## src/rtl/trng_collector.sv

```systemverilog
// trng_collector: gates the ring-oscillator TRNG and packs Von Neumann debiased bits into WIDTH-bit words.
// Optional build macro TRNG_COLLECTOR_RCT_EN adds a sticky repetition-count health test on raw samples.
module trng_collector #(
  parameter int WIDTH      = 8,
  parameter int SAMPLE_DIV = 4,
  parameter int WARMUP     = 16,
  parameter int RCT_LIMIT  = 32
) (
  input  logic             clk,
  input  logic             rst_n,
  input  logic             en,
  input  logic             random_in,
  output logic             osc_run,
  output logic [WIDTH-1:0] data,
  output logic             valid,
  input  logic             ready,
  output logic             error
);

  // Handshake: a word moves on any cycle where valid & ready are both high; while valid & !ready
  // data is frozen; valid falls after a transfer unless a new word is loaded on the same edge.

  localparam int WARM_W = (WARMUP > 1) ? $clog2(WARMUP + 1) : 1;
  localparam int DIV_W  = (SAMPLE_DIV > 1) ? $clog2(SAMPLE_DIV + 1) : 1;
  localparam int CNT_W  = $clog2(WIDTH + 1);

  if (WIDTH < 2 || SAMPLE_DIV < 1 || WARMUP < 1 || RCT_LIMIT < 2) begin : g_param_check
    $error("trng_collector: illegal parameter value");
  end

  typedef enum logic [1:0] {
    ST_IDLE    = 2'd0,
    ST_WARMUP  = 2'd1,
    ST_COLLECT = 2'd2,
    ST_FULL    = 2'd3
  } state_t;

  state_t             state_q, state_d;
  logic [WARM_W-1:0]  warm_cnt_q, warm_cnt_d;
  logic [DIV_W-1:0]   div_cnt_q, div_cnt_d;
  logic               pair_vld_q, pair_vld_d;
  logic               pair_bit_q, pair_bit_d;
  logic [WIDTH-1:0]   sreg_q, sreg_d;
  logic [CNT_W-1:0]   bit_cnt_q, bit_cnt_d;
  logic [WIDTH-1:0]   data_q, data_d;
  logic               valid_q, valid_d;
  logic               osc_run_q, osc_run_d;

  logic               xfer;
  logic               sample_take;
  logic               emit;
  logic               rct_trip;
  logic [WIDTH-1:0]   word;

  assign xfer        = valid_q & ready;
  assign sample_take = (state_q == ST_COLLECT) && en && (div_cnt_q == DIV_W'(SAMPLE_DIV - 1));
  assign emit        = sample_take && pair_vld_q && (random_in != pair_bit_q);
  assign word        = {sreg_q[WIDTH-2:0], pair_bit_q};

  always_comb begin
    state_d    = state_q;
    warm_cnt_d = warm_cnt_q;
    div_cnt_d  = div_cnt_q;
    pair_vld_d = pair_vld_q;
    pair_bit_d = pair_bit_q;
    sreg_d     = sreg_q;
    bit_cnt_d  = bit_cnt_q;
    data_d     = data_q;
    valid_d    = valid_q & ~ready;

    if (!en && state_q != ST_IDLE) begin
      // Dropping enable throws away partial entropy; an already loaded word stays offered.
      state_d    = ST_IDLE;
      sreg_d     = '0;
      bit_cnt_d  = '0;
      pair_vld_d = 1'b0;
      pair_bit_d = 1'b0;
    end else begin
      case (state_q)
        ST_IDLE: begin
          if (en) begin
            state_d    = ST_WARMUP;
            warm_cnt_d = '0;
          end
        end

        ST_WARMUP: begin
          if (warm_cnt_q == WARM_W'(WARMUP - 1)) begin
            state_d    = ST_COLLECT;
            div_cnt_d  = '0;
            pair_vld_d = 1'b0;
          end else begin
            warm_cnt_d = warm_cnt_q + 1'b1;
          end
        end

        ST_COLLECT: begin
          if (sample_take) begin
            div_cnt_d = '0;
          end else begin
            div_cnt_d = div_cnt_q + 1'b1;
          end

          if (sample_take) begin
            if (!pair_vld_q) begin
              pair_vld_d = 1'b1;
              pair_bit_d = random_in;
            end else begin
              pair_vld_d = 1'b0;
            end
          end

          if (rct_trip) begin
            sreg_d     = '0;
            bit_cnt_d  = '0;
            pair_vld_d = 1'b0;
          end else if (emit) begin
            sreg_d = word;
            if (bit_cnt_q == CNT_W'(WIDTH - 1)) begin
              if (!valid_q || ready) begin
                data_d    = word;
                valid_d   = 1'b1;
                bit_cnt_d = '0;
              end else begin
                bit_cnt_d = CNT_W'(WIDTH);
                state_d   = ST_FULL;
              end
            end else begin
              bit_cnt_d = bit_cnt_q + 1'b1;
            end
          end
        end

        ST_FULL: begin
          if (xfer) begin
            data_d     = sreg_q;
            valid_d    = 1'b1;
            bit_cnt_d  = '0;
            state_d    = ST_WARMUP;
            warm_cnt_d = '0;
          end
        end

        default: begin
          state_d = ST_IDLE;
        end
      endcase
    end

    osc_run_d = (state_d == ST_WARMUP) || (state_d == ST_COLLECT);
  end

  always_ff @(posedge clk or negedge rst_n) begin
    if (!rst_n) begin
      state_q    <= ST_IDLE;
      warm_cnt_q <= '0;
      div_cnt_q  <= '0;
      pair_vld_q <= 1'b0;
      pair_bit_q <= 1'b0;
      sreg_q     <= '0;
      bit_cnt_q  <= '0;
      data_q     <= '0;
      valid_q    <= 1'b0;
      osc_run_q  <= 1'b0;
    end else begin
      state_q    <= state_d;
      warm_cnt_q <= warm_cnt_d;
      div_cnt_q  <= div_cnt_d;
      pair_vld_q <= pair_vld_d;
      pair_bit_q <= pair_bit_d;
      sreg_q     <= sreg_d;
      bit_cnt_q  <= bit_cnt_d;
      data_q     <= data_d;
      valid_q    <= valid_d;
      osc_run_q  <= osc_run_d;
    end
  end

`ifdef TRNG_COLLECTOR_RCT_EN
  localparam int RCT_W = $clog2(RCT_LIMIT + 1);

  logic [RCT_W-1:0] rct_cnt_q, rct_cnt_d;
  logic [RCT_W-1:0] rct_run;
  logic             rct_last_q;
  logic             error_q;

  // rct_cnt_q == 0 means no run in progress, so the next sample always starts a run of one.
  always_comb begin
    rct_cnt_d = rct_cnt_q;
    rct_trip  = 1'b0;
    rct_run   = ((rct_cnt_q != '0) && (random_in == rct_last_q)) ? rct_cnt_q + 1'b1 : RCT_W'(1);
    if (sample_take) begin
      if (rct_run == RCT_W'(RCT_LIMIT)) begin
        rct_trip  = 1'b1;
        rct_cnt_d = '0;
      end else begin
        rct_cnt_d = rct_run;
      end
    end
  end

  always_ff @(posedge clk or negedge rst_n) begin
    if (!rst_n) begin
      rct_cnt_q  <= '0;
      rct_last_q <= 1'b0;
      error_q    <= 1'b0;
    end else begin
      rct_cnt_q <= rct_cnt_d;
      if (sample_take) begin
        rct_last_q <= random_in;
      end
      if (rct_trip) begin
        error_q <= 1'b1;
      end
    end
  end

  assign error = error_q;
`else
  assign rct_trip = 1'b0;
  assign error    = 1'b0;
`endif

  assign osc_run = osc_run_q;
  assign data    = data_q;
  assign valid   = valid_q;

endmodule

```

## config.mk

```make
export PLATFORM = sky130hd
export DESIGN_NAME = trng_collector
export DESIGN_NICKNAME = d
export VERILOG_FILES = /design/src/rtl/trng_collector.sv
export SDC_FILE = /design/constraint.sdc
export NUM_CORES = 1
export LEC_CHECK = 0
export ABC_AREA = 1
export BUFFER_PORTS_ARGS = -buffer_cell sky130_fd_sc_hd__buf_2
export CAP_MARGIN = 20
export CORE_MARGIN = 4
export CORE_UTILIZATION = 45
export CTS_BUF_LIST = sky130_fd_sc_hd__clkbuf_16
export DETAILED_ROUTE_END_ITERATION = 16
export PLACE_DENSITY = 0.74
export REMOVE_ABC_BUFFERS = 1
export SETUP_SLACK_MARGIN = 0.05
export SLEW_MARGIN = 20
export SYNTH_ARGS = -nofsm -noshare
export SYNTH_HDL_FRONTEND = slang
export SYNTH_SLANG_ARGS = --single-unit
```

## constraint.sdc

```tcl
create_clock -name clk -period 2.3 [get_ports clk]
set_clock_uncertainty 0.1 [all_clocks]
set_input_delay 0.23 -clock clk [delete_from_list [all_inputs] [get_ports clk]]
set_output_delay 0.23 -clock clk [all_outputs]
set_load 0.005 [all_outputs]
```

==> insert_results.sql, run 1 <==
INSERT INTO impl_metrics (metric_group, metric, value, unit) VALUES
('sta', 'finalSetupTns', '0', 'ps'),
('global_route', 'gr-usage-all-layers', '0.153', ''),
('run', 'max_capacitance_violation_count', '0', ''),
('worst_setup_path', 'cp.buffers_inverters', '0', ''),
('yosys', 'yosys_register_bits', '34', ''),
('power', 'internal_power', '1.06', 'mW'),
('power', 'power.sequential.fraction', '0.470', ''),
('clocking', 'numCtsBuffers', '5', ''),
('placed_design', 'routability_driven_placement_congestion_ratio', '0.790', ''),
('worst_setup_path', 'crit_path_capture_type', 'flop', ''),
('global_route', 'grt_start_max_net_pins', '35', ''),
('yosys', 'synth_compound_area_frac', '0.145', ''),
('sta', 'pin_slew_with_the_least_headroom_to_its_limit', '733', 'ps'),
('power', 'clockPowerShare', '0.457', ''),
('global_route', 'antenna_violations_before_repair', '0', ''),
('clocking', 'hold_buffers', '1', ''),
('worst_setup_path', 'worstPathArrival', '2020', 'ps'),
('sta', 'max_clock_freq', '509', 'MHz'),
('yosys', 'synth.area.mux_share', '0.00568', ''),
('yosys', 'netlist_instances', '212', ''),
('yosys', 'netlist_top_cells_count', 'sky130_fd_sc_hd__nand2_1, sky130_fd_sc_hd__dfrtp_1, sky130_fd_sc_hd__nand3_1, sky130_fd_sc_hd__inv_1, sky130_fd_sc_hd__o21ai_0', ''),
('worst_setup_path', 'worst_path_dominant_cell_family', 'simple AND/OR/NAND/NOR gates', ''),
('yosys', 'yosysUniqueCellTypes', '28', ''),
('finish', 'total_area_of_multi_input_combinational_cells', '813', 'um^2'),
('floorplan', 'floorplan.rows', '22', ''),
('yosys', 'combinational_family_with_the_most_area_after_synthesis', 'simple AND/OR/NAND/NOR gates', ''),
('finish', 'layout.filler_cells', '363', ''),
('worst_setup_path', 'worstSetupPathType', 'flop to flop', ''),
('yosys', 'synth_enable_flop_cells', '0', ''),
('power', 'netSwitchingPower', '0.315', 'mW'),
('yosys', 'syn_avg_cell_area', '8.32', 'um^2'),
('clocking', 'clock_tree_from_tritoncts', 'done', ''),
('power', 'power_frac_comb', '0.072', ''),
('clocking', 'postCtsSetupBuffers', '0', ''),
('global_route', 'groute.layer.met1.usage', '0.185', ''),
('sta', 'post-route-min-period', '1970', 'ps'),
('detailed_routing', 'vias', '1440', ''),
('detailed_routing', 'drt-pass1-iter-count', '5', ''),
('worst_setup_path', 'max_stage_delay', '410', 'ps'),
('floorplan', 'die-height', '70.6', 'um'),
('outcome', 'outcome', 'completed', ''),
('yosys', 'postSynth.topFlopCell', 'sky130_fd_sc_hd__dfrtp_1', ''),
('clocking', 'clock_sinks', '34', ''),
('detailed_routing', 'finalWirelength', '3.33', 'mm'),
('yosys', 'synthXorXnorAreaFrac', '0.00497', ''),
('global_route', 'global_route.usage.met3', '0.0398', ''),
('clocking', 'insertion_delay', '270', 'ps'),
('floorplan', 'floorplan.initialDensity', '0.474', ''),
('clocking', 'clkSlewWorstSetupHoldPaths', '50', 'ps'),
('sta', 'timing.final.max_slew_violations', '0', ''),
('worst_setup_path', 'biggest_fanout_along_the_worst_timing_path', '16', ''),
('worst_setup_path', 'timing.critical_path.required', '2350', 'ps'),
('placed_design', 'detailed_place_hpwl', '2.34', 'mm'),
('sta', 'fin_crit_sh', '0.855', ''),
('finish', 'seq_area', '851', 'um^2'),
('sta', 'max-slew-margin-rel', '0.511', ''),
('placed_design', 'place_area', '0.00188', 'mm^2'),
('global_route', 'global_route.peak_usage_layer', 'met2', ''),
('global_route', 'grt_overflow', '0', ''),
('yosys', 'postSynth.asyncResetShare', '1.00', ''),
('clocking', 'cts.path.max_buffers', '2', ''),
('clocking', 'ctsResizeCount', '0', ''),
('finish', 'num-nets-final', '241', ''),
('sta', 'finalSetupViolations', '0', ''),
('hold_path', 'holdCritPathClass', 'primary input to flop', ''),
('yosys', 'synthAdderAreaFrac', '0.0284', ''),
('floorplan', 'die_area', '0.00498', 'mm^2'),
('placed_design', 'dpl.cell_count', '272', ''),
('global_route', 'globalRouteMet2Util', '0.254', ''),
('finish', 'fin_area', '0.00204', 'mm^2'),
('yosys', 'mappedNetlistArea', '0.00176', 'mm^2');
cell type report:
class                      count  area share
clock buffer                   5      0.0615
clock inverter                 3     0.00799
inverter                      18      0.0332
multi-input combinational    155       0.400
sequential                    34       0.418
tap                           48      0.0295
timing repair buffer          18      0.0504
per-layer routing:
layer | share of wire | vias up
li1 | - | 744
met4 | 0.0081 | 0
met2 | 0.48 | 20
met1 | 0.47 | 672
met3 | 0.034 | 4
met5 | 0 | -
worst register-to-register path: stages (launching register included):
cell and delay [ps]:
sky130_fd_sc_hd__dfrtp_1 410, sky130_fd_sc_hd__ha_1 200, sky130_fd_sc_hd__nand2_2 70, sky130_fd_sc_hd__nor2_1 200, sky130_fd_sc_hd__nand2_1 100, sky130_fd_sc_hd__a21oi_1 160
sky130_fd_sc_hd__nand3_2 340, sky130_fd_sc_hd__nand2_1 200, sky130_fd_sc_hd__o21ai_2 70
sequential cells by signal, indices dropped and copies added (netlist names), 2 cells and up:
register    count
data            8
sreg_q          8
warm_cnt_q      5
bit_cnt_q       4
div_cnt_q       3
state_q         2
layout by cell type, fill, tap and decap left out:
cell and count:
sky130_fd_sc_hd__nand2_1 61, sky130_fd_sc_hd__dfrtp_1 34, sky130_fd_sc_hd__nand3_1 19, sky130_fd_sc_hd__inv_1 16
sky130_fd_sc_hd__o21ai_0 14, sky130_fd_sc_hd__buf_2 14, sky130_fd_sc_hd__nor2_1 12, sky130_fd_sc_hd__a21oi_1 10
sky130_fd_sc_hd__o21ai_2 8, sky130_fd_sc_hd__clkbuf_16 5, sky130_fd_sc_hd__nand3_2 4, sky130_fd_sc_hd__nor2_2 4
sky130_fd_sc_hd__nand4_1 4, sky130_fd_sc_hd__o31ai_1 4, sky130_fd_sc_hd__ha_1 4, sky130_fd_sc_hd__buf_4 3
sky130_fd_sc_hd__inv_2 2, sky130_fd_sc_hd__nand2_2 2, sky130_fd_sc_hd__a31oi_1 1, sky130_fd_sc_hd__o21ai_4 1
sky130_fd_sc_hd__or2_2 1, sky130_fd_sc_hd__xor2_1 1, sky130_fd_sc_hd__nand3b_1 1, sky130_fd_sc_hd__o21ai_1 1
sky130_fd_sc_hd__a21o_1 1, sky130_fd_sc_hd__mux2i_1 1, sky130_fd_sc_hd__conb_1 1, sky130_fd_sc_hd__clkinvlp_4 1
sky130_fd_sc_hd__clkinv_1 1, sky130_fd_sc_hd__clkinv_2 1, sky130_fd_sc_hd__dlygate4sd3_1 1
metrics by stage:
| stage | setup WS, ps | hold slack, ps | utilization |
|---|---|---|---|
| 3_3_place_gp | 417 | 240 | 0.507 |
| 2_1_floorplan | 550 | -166 | - |
| 6_report | 334 | 140 | 0.548 |
| 3_5_place_dp | 354 | 239 | 0.507 |
| 4_1_cts | 340 | 144 | 0.548 |
| 5_1_grt | 118 | 173 | 0.548 |
kinds of logic (layout without fill, tap and decap cells):
| kind of cell | count (synthesis) | in the layout |
|---|---|---|
| other | 1 | 1 |
| adder cells (fa/ha/maj) | 4 | 4 |
| flip-flops | 34 | 34 |
| multiplexers | 1 | 1 |
| XOR/XNOR | 1 | 1 |
| AO/OA/AOI/OAI | 40 | 40 |
| AND/OR/NAND/NOR | 108 | 108 |
| buffers and inverters | 23 | 44 |
power groups by stage:
stage	sequential (mW)	clock (mW)	combinational, mW
2_1_floorplan	0.655	0	0.0578
3_3_place_gp	0.655	0	0.0972
3_5_place_dp	0.656	0	0.101
4_1_cts	0.646	0.647	0.102
5_1_grt	0.650	0.674	0.117
6_report	0.646	0.628	0.0995
final timing paths:
| path | from | to | slack, ps | cells past startpoint |
|---|---|---|---|---|
| max | bit_cnt_q[0] | data[2] | 330 | 8 |
| min | ready | valid | 140 | 4 |
| max reg2reg | bit_cnt_q[0] | data[2] | 330 | 8 |
| min reg2reg | div_cnt_q[1] | div_cnt_q[1] | 380 | 2 |
| max in group asynchronous | rst_n | div_cnt_q[2] | 1170 | 2 |
| min in group asynchronous | rst_n | data[3] | 450 | 2 |
Note: power is estimated with default switching activity, not from simulation.
==> run 2: changes to the inputs <==
--- a/config.mk
+++ b/config.mk
@@ -9,10 +9,10 @@
 export BUFFER_PORTS_ARGS = -buffer_cell sky130_fd_sc_hd__buf_2
 export CAP_MARGIN = 20
 export CORE_MARGIN = 4
-export CORE_UTILIZATION = 45
+export CORE_UTILIZATION = 41
 export CTS_BUF_LIST = sky130_fd_sc_hd__clkbuf_16
 export DETAILED_ROUTE_END_ITERATION = 16
-export PLACE_DENSITY = 0.74
+export PLACE_DENSITY = 0.7
 export REMOVE_ABC_BUFFERS = 1
 export SETUP_SLACK_MARGIN = 0.05
 export SLEW_MARGIN = 20
==> insert_results.sql, run 2 (same netlist as run 1, synthesis figures left out) <==
INSERT INTO impl_metrics (metric_group, metric, value, unit) VALUES
('sta', 'max-slew-margin-rel', '0.503', ''),
('power', 'powerDensity', '676', 'mW/mm^2'),
('worst_setup_path', 'critical-path-top-cell-by-count', 'sky130_fd_sc_hd__nand2_1', ''),
('global_route', 'grt_first_pass_wirelength', '6.09', 'mm'),
('sta', 'max_clock_freq', '517', 'MHz'),
('placed_design', 'port-buffer-count', '14', ''),
('finish', 'layout.filler_cells', '386', ''),
('detailed_routing', 'finalWirelength', '3.27', 'mm'),
('sta', 'finalSetupViolations', '0', ''),
('clocking', 'insertion_delay', '280', 'ps'),
('finish', 'drive_above_1_share', '0.197', ''),
('floorplan', 'die-height', '73.6', 'um'),
('clocking', 'postCtsSetupBuffers', '0', ''),
('finish', 'insertedDiodeCount', '0', ''),
('power', 'power.leakage', '1.04', 'nW'),
('detailed_routing', 'vias', '1398', ''),
('detailed_routing', 'drt-pass1-iter-count', '4', ''),
('outcome', 'outcome', 'completed', ''),
('placed_design', 'place_area', '0.00189', 'mm^2'),
('sta', 'timing.final.max_slew_violations', '0', ''),
('worst_setup_path', 'cp_cell_sequence', 'ha_1 > nand2_2 > nor2_1 > nand2_1 > a21oi_1 > nand3_2 > nand2_1 > o21ai_2', ''),
('sta', 'timing.final.ws_setup', '367', 'ps'),
('finish', 'num-nets-final', '241', ''),
('clocking', 'numCtsBuffers', '5', ''),
('placed_design', 'detailed_place_hpwl', '2.24', 'mm'),
('worst_setup_path', 'crit_path_top_delay_cell', 'sky130_fd_sc_hd__dfrtp_1', ''),
('sta', 'final-hold-violation-count', '0', ''),
('clocking', 'clkSlewWorstSetupHoldPaths', '50', 'ps'),
('global_route', 'antenna_violations_before_repair', '0', ''),
('floorplan', 'floorplan.initialDensity', '0.431', ''),
('sta', 'grt_setup_unrepaired', 'false', ''),
('sta', 'fin_crit_sh', '0.840', ''),
('detailed_routing', 'first_iter_violations', '154', ''),
('detailed_routing', 'wl_per_cell', '11.5', 'um'),
('worst_setup_path', 'timing.critical_path.required', '2360', 'ps'),
('clocking', 'cts.path.max_buffers', '2', ''),
('worst_setup_path', 'worstSetupPathType', 'flop to flop', ''),
('worst_setup_path', 'biggest_fanout_along_the_worst_timing_path', '16', ''),
('floorplan', 'num_io_pins', '16', ''),
('power', 'peakVddDrop', '402', 'uV'),
('worst_setup_path', 'cp.buffers_inverters', '0', ''),
('finish', 'most-common-layout-cells', 'sky130_fd_sc_hd__nand2_1, sky130_fd_sc_hd__dfrtp_1, sky130_fd_sc_hd__nand3_1', ''),
('finish', 'fin_area', '0.00204', 'mm^2'),
('global_route', 'gr-usage-all-layers', '0.147', ''),
('floorplan', 'design.core.area', '0.00409', 'mm^2'),
('clocking', 'clock_sinks', '34', ''),
('global_route', 'grt_pass1_vias', '1331', ''),
('floorplan', 'die_x', '73.6', 'um'),
('clocking', 'ctsResizeCount', '0', ''),
('sta', 'pin_slew_with_the_least_headroom_to_its_limit', '746', 'ps'),
('global_route', 'grt_start_max_net_pins', '35', ''),
('clocking', 'ctsHtreeMaxLevel', '2', ''),
('placed_design', 'routability_driven_placement_congestion_ratio', '0.765', ''),
('worst_setup_path', 'crit_path_capture_type', 'flop', ''),
('clocking', 'hold_buffers', '1', ''),
('placed_design', 'dpl_worst_slack', '373', 'ps'),
('floorplan', 'die_area', '0.00541', 'mm^2'),
('finish', 'final_common_cell', 'sky130_fd_sc_hd__nand2_1', ''),
('clocking', 'clock_tree_from_tritoncts', 'done', ''),
('sta', 'finalSetupTns', '0', 'ps'),
('worst_setup_path', 'worstPathArrival', '1990', 'ps'),
('hold_path', 'holdCritPathClass', 'primary input to flop', ''),
('finish', 'layout.core_utilization', '0.499', ''),
('global_route', 'grt_overflow', '0', ''),
('detailed_routing', 'detail-route-antenna-nets', '0', ''),
('sta', 'post-route-min-period', '1930', 'ps'),
('worst_setup_path', 'max_stage_delay', '400', 'ps'),
('finish', 'flow.area_growth_from_synthesis', '15.7', '%'),
('worst_setup_path', 'start_kind', 'flop', ''),
('detailed_routing', 'viasPerCell', '4.94', ''),
('run', 'max_capacitance_violation_count', '0', ''),
('clocking', 'ctsRootBufferMaster', 'sky130_fd_sc_hd__clkbuf_16', ''),
('worst_setup_path', 'worst_path_dominant_cell_family', 'simple AND/OR/NAND/NOR gates', ''),
('detailed_routing', 'total_drc_errors_in_the_routed_layout', '0', ''),
('finish', 'total_area_of_multi_input_combinational_cells', '813', 'um^2'),
('finish', 'seq_area', '851', 'um^2'),
('floorplan', 'floorplan.rows', '23', '');
run 2: cell count changes in the layout (fill, tap and decap cells not counted), sizes merged:
cell	change
clkinvlp	-1
inv	+1
run 2: worst paths after layout:
check,endpoint,from,cells after the start,slack (ps)
worst max-delay path,data[6],bit_cnt_q[0],8,370
worst min-delay path,valid,ready,4,150
worst max register to register,data[6],bit_cnt_q[0],8,370
worst min register to register,data[5],data[5],2,370
max in group asynchronous,state_q[1],rst_n,2,1160
min in group asynchronous,data[3],rst_n,2,460
run 2: stage by stage:
stage	instances	power (mW)	hold WS (ps)
CTS	283	1.40	147
detailed placement	274	0.754	247
finish	283	1.38	153
global placement	274	0.752	244
floorplan	207	0.712	-166
global route	283	1.45	184
run 2: where the power goes:
| group | internal, mW | switching, mW | total [mW] |
|---|---|---|---|
| clock | 0.396 | 0.239 | 0.635 |
| sequential | 0.626 | 0.0194 | 0.646 |
| combinational | 0.0374 | 0.0606 | 0.0980 |
run 2: final cells by class:
cell class	instances	area share
clock buffers	5	0.0613
multi-input cells	155	0.399
repair buffers	18	0.0503
inverters	18	0.0331
clock inverters	3	0.00859
flip-flops and latches	34	0.417
well taps	50	0.0307
run 2: worst reg2reg max path: cells and delay by family, from the launching register on:
family / cells / cell delay, ps
and+or+nand+nor: 5 / 890
DFF: 1 / 400
AOI/OAI and AO/OA: 2 / 220
adders and majority gates: 1 / 200
run 2: layer usage:
layer	share of wire	wire length, um	vias to the layer above	track usage
met2	0.45	1470	25	0.233
met4	0.019	63	0	0.0604
met3	0.043	141	7	0.0410
met5	0	0	-	0
li1	-	-	740	-
met1	0.49	1580	626	0.188
